$ cat config.mk
export PLATFORM = sky130hd
export DESIGN_NAME = router_fifo
export DESIGN_NICKNAME = d
export VERILOG_FILES = /design/src/rtl/router_fifo.sv
export SDC_FILE = /design/constraint.sdc
export NUM_CORES = 1
export LEC_CHECK = 0
export CORE_MARGIN = 2
export CORE_UTILIZATION = 28
export DETAILED_ROUTE_END_ITERATION = 12
export PLACE_DENSITY_LB_ADDON = 0.12
export SETUP_SLACK_MARGIN = 0.2
export SLEW_MARGIN = 20
export SYNTH_ARGS = -nofsm -noshare
export SYNTH_HDL_FRONTEND = slang
export SYNTH_SLANG_ARGS = --single-unit
export TNS_END_PERCENT = 10
$ cat constraint.sdc
create_clock -name clk -period 3.8 [get_ports clk]
set_input_delay 0.57 -clock clk [delete_from_list [all_inputs] [get_ports clk]]
set_output_delay 0.57 -clock clk [all_outputs]
set_load 0.01 [all_outputs]
$ cat src/rtl/router_fifo.sv
// Synchronous first-word-fall-through FIFO that stores data for one router terminal port.
// It has sticky overflow and underflow flags, and exposes count, full and pndng for the FIFO checker.
module router_fifo #(
  parameter int DEPTH = 16,
  parameter int BITS  = 32
) (
  input  logic                       clk,
  input  logic                       rst,
  input  logic                       push,
  input  logic                       pop,
  input  logic [BITS-1:0]            D_in,
  output logic [BITS-1:0]            D_out,
  output logic                       full,
  output logic                       pndng,
  output logic [$clog2(DEPTH):0]     count,
  output logic                       overflow,
  output logic                       underflow,
  input  logic                       err_clr
);

  localparam int PW = $clog2(DEPTH);
  localparam int CW = PW + 1;
  localparam logic [CW-1:0] FULL_CNT = CW'(DEPTH);

  logic [BITS-1:0] mem [DEPTH];

  logic [PW-1:0] rd_ptr_q, rd_ptr_d;
  logic [PW-1:0] wr_ptr_q, wr_ptr_d;
  logic [CW-1:0] count_q, count_d;
  logic          overflow_q, overflow_d;
  logic          underflow_q, underflow_d;
  logic          push_ok, pop_ok;

  assign full  = (count_q == FULL_CNT);
  assign pndng = (count_q != '0);
  assign count = count_q;
  assign D_out = pndng ? mem[rd_ptr_q] : '0;
  assign overflow  = overflow_q;
  assign underflow = underflow_q;

  // When the FIFO is full, a simultaneous pop frees the head slot, so the push can still be accepted.
  assign push_ok = push && (!full || pop);
  assign pop_ok  = pop && pndng;

  always_comb begin
    rd_ptr_d    = rd_ptr_q;
    wr_ptr_d    = wr_ptr_q;
    count_d     = count_q;
    overflow_d  = overflow_q;
    underflow_d = underflow_q;

    if (push_ok) wr_ptr_d = wr_ptr_q + 1'b1;
    if (pop_ok)  rd_ptr_d = rd_ptr_q + 1'b1;

    if (push_ok && !pop_ok)      count_d = count_q + 1'b1;
    else if (pop_ok && !push_ok) count_d = count_q - 1'b1;

    if (err_clr) begin
      overflow_d  = 1'b0;
      underflow_d = 1'b0;
    end
    // A new error on the same edge as a clear takes priority, so the flag stays set.
    if (push && !push_ok) overflow_d  = 1'b1;
    if (pop && !pop_ok)   underflow_d = 1'b1;
  end

  always_ff @(posedge clk or posedge rst) begin
    if (rst) begin
      rd_ptr_q    <= '0;
      wr_ptr_q    <= '0;
      count_q     <= '0;
      overflow_q  <= 1'b0;
      underflow_q <= 1'b0;
    end else begin
      rd_ptr_q    <= rd_ptr_d;
      wr_ptr_q    <= wr_ptr_d;
      count_q     <= count_d;
      overflow_q  <= overflow_d;
      underflow_q <= underflow_d;
    end
  end

  // Reset does not clear the storage; only the pointers and the count mark which entries are valid.
  always_ff @(posedge clk) begin
    if (push_ok) mem[wr_ptr_q] <= D_in;
  end

  a_pop_nonempty: assert property (@(posedge clk) disable iff (rst)
    pop_ok |-> (pndng || count_q != '0));
  a_drop_stable: assert property (@(posedge clk) disable iff (rst)
    (push && full && !pop) |-> (count_d == count_q));

endmodule

==> metrics.txt <==
first-pass GRT wire length=73750 um; Ports=78; switch share=30.21%; Comb power frac=33.1%; area taken by multi-input logic gates=0.004462 sq mm; type of the tightest min-delay check=in -> async; Slew HR=54.35%; routed via count=9460; number of synthesized flops with an enable pin=512; final-layout fill cell count=6768; LEAKAGE=7.995 nW; CTS max path bufs=3; initial antenna violation count=1; die area=0.07503 sq mm; largest net degree at the start of global routing=41; latest clock arrival within the worst-skew pair=620 ps; library cells used by synthesis=41; WP data arrival=2950 ps; register area share after synthesis=77.20%; total negative slack=0 ps; largest fanout on the critical path=14; share of cells above drive strength 1=31.20%; core area=0.07185 sq mm; fin crit period=3523 ps; reg2reg start=count[3]$_DFFE_PP0P_; vias in the first global route=10201; Slew Viols, Final=0; GRT Total Usage=13.81%; synth warn=0; Async S/R FF share, synth=2.846%; Worst Tran Pin Value=684.0 ps; Final Skew=28.15 ps; worst vdd ir=0.3944 mV; RSZ-0062 raised after global routing=true; worst setup path start=count[3]$_DFFE_PP0P_; Mapped Area=0.02040 sq mm; die height=273.9 um; Register-to-Register Path Depth=10; P_sw=0.005690 W; Post-DP HPWL=27040 um; chip width=273.9 um; fmax=283.8 MHz; register share of total power=38.7%; clock network fraction of design power=28.1%; CP Data Required Time=3230 ps; CTS Root Cell=clkbuf_16; Starting Density=28.39%; Antenna diodes=0; worst reg-to-reg setup slack=620 ps; Worst R2R End=count[4]$_DFFE_PP0P_; CP Class=reg -> out; ys flop type=edfxtp_1; Worst-path clk slew=60 ps; final wirelength=50960 um; Site Rows=98; final setup violation count=0; CTS H-tree lvls=2; TritonCTS Sinks=527; FF/Latch Area=0.01576 sq mm; I/O Buffers=77; type of origin of the critical path=register; CTS tree=done; P&R area growth vs syn=21.37%; Hold Vio Cnt, Final=0; Avg WL per Cell=24.91 um; initial drt markers=624; GR Overflow Total=0; Max Cap Violations=0; Antenna Nets Post-Route=0; Crit. End Element=output port; fin nets=1094; Hold WS=352.4 ps; Mapped Cells=886; DRT Pass-1 Iters=4; vias per cell=4.624; power density over cell area=760.8 mW/mm^2; crit path to=D_out[25]; Yosys reg bits=527; syn nets=933; DRC=0; Pwr Total=0.01884 W; Final Cycle Share=92.72%; GPL Wtd Cong=0.6765; cts hold-fix bufs=0; Avg Synthesized Cell Area=23.03 sq um; Internal=0.01315 W; status=finished clean; clock buffer count from CTS=58
-- registers in the layout, indices dropped and copies added (netlist names) --
name / count
count: 5
mem: 512
overflow: 1
rd_ptr_q: 4
underflow: 1
wr_ptr_q: 4
-- worst min-delay path by stage --
stage,from,end,slack (ps),depth (start not counted)
after detailed placement,underflow$_DFFE_PP0P_,underflow$_DFFE_PP0P_,530,2
final,rst,wr_ptr_q[1]$_DFFE_PP0P_,350,2
after global placement,overflow$_DFFE_PP0P_,overflow$_DFFE_PP0P_,520,2
after floorplan,rst,count[0]$_DFFE_PP0P_,470,1
after CTS,rst,wr_ptr_q[1]$_DFFE_PP0P_,330,2
after global routing,rst,wr_ptr_q[1]$_DFFE_PP0P_,400,2
-- synth_stat cells, drive strengths merged, types with 2 or more instances --
cell    count  area share [%]
clkbuf     11            0.20
mux4      128              14
xor2        3            0.13
nor3        4           0.098
nor2       17            0.35
xnor2       6            0.26
a221o      32             1.6
inv        10            0.18
buf        35             1.2
nand2b      2           0.061
dfrtp      15             1.8
ha          9            0.55
nand3       2           0.049
nor2b      20            0.61
o211ai      4            0.21
mux2       33             1.8
o21ai       6            0.15
nand2      10            0.18
edfxtp    512              75
a21oi       2           0.049
and2b      14            0.52
-- worst max-delay path, cell delays in order (launching register included) --
cell	delay, ps
dfrtp_1	420
or4_4	610
o211ai_4	210
buf_12	150
buf_12	110
buf_16	180
buf_4	150
nor2b_1	40
a221o_1	300
clkbuf_2	140
-- routing by layer --
layer / GRT usage [%] / part of all wire (%) / vias to the layer above
met3: 2.496 / 3.6 / 69
li1: - / - / 4089
met4: 3.275 / 1.8 / 2
met2: 22.08 / 47 / 164
met5: 0 / 0.031 / -
met1: 19.56 / 47 / 5136
-- cell usage in the layout, fill, tap and decap left out, drive strengths merged, types with 14 or more instances in the layout --
cell type / n
clkbuf: 83
buf: 70
edfxtp: 512
dfrtp: 15
and2b: 14
nor2: 17
mux2: 33
mux4: 128
clkdlybuf4s50: 45
clkinv: 29
nor2b: 20
a221o: 32
-- stage by stage --
| step | util [%] | setup WS, ps | instance area, sq um | std cells |
|---|---|---|---|---|
| floorplan | - | 95.47 | 20410 | 886 |
| finish | 34.46 | 276.7 | 24760 | 2046 |
| global placement | 31.69 | 544.6 | 22770 | 1917 |
| detailed placement | 31.69 | 533.0 | 22770 | 1917 |
| CTS | 34.46 | 6.063 | 24760 | 2046 |
| global route | 34.46 | 173.9 | 24760 | 2046 |
-- cells by family after synthesis --
group           Yosys count  synth area share, %
compound gates           48                2.140
xor+xnor                  9               0.3864
fa+ha+maj                10               0.6501
buf+inv                  56                1.558
flops                   527                77.20
mux                     162                16.00
simple gates             74                2.061
-- power groups by stage --
stage / Clock [W] / Sequential [W] / Combinational, W
3_5_place_dp: 0 / 0.00747 / 0.00627
6_report: 0.00530 / 0.00729 / 0.00624
3_3_place_gp: 0 / 0.00746 / 0.00629
5_1_grt: 0.00569 / 0.00735 / 0.00675
2_1_floorplan: 0 / 0.00729 / 0.00380
4_1_cts: 0.00547 / 0.00730 / 0.00651
-- final cells by class --
class / count / area share (%)
clock buffers: 73 / 6.175
clock inverters: 36 / 1.056
inverters: 10 / 0.1516
multi-input cells: 303 / 18.02
flip-flops and latches: 527 / 63.65
well taps: 950 / 4.800
repair buffers: 147 / 6.145
-- what timing repair did --
| item | CTS | global route |
|---|---|---|
| pin swaps | 2 | 2 |
| gates resized for setup | 21 | 43 |
| setup endpoints to repair | 32 | 32 |
| setup buffers | 18 | 0 |
| cloned | 2 | 0 |
Note: power is estimated with default switching activity, not from simulation.
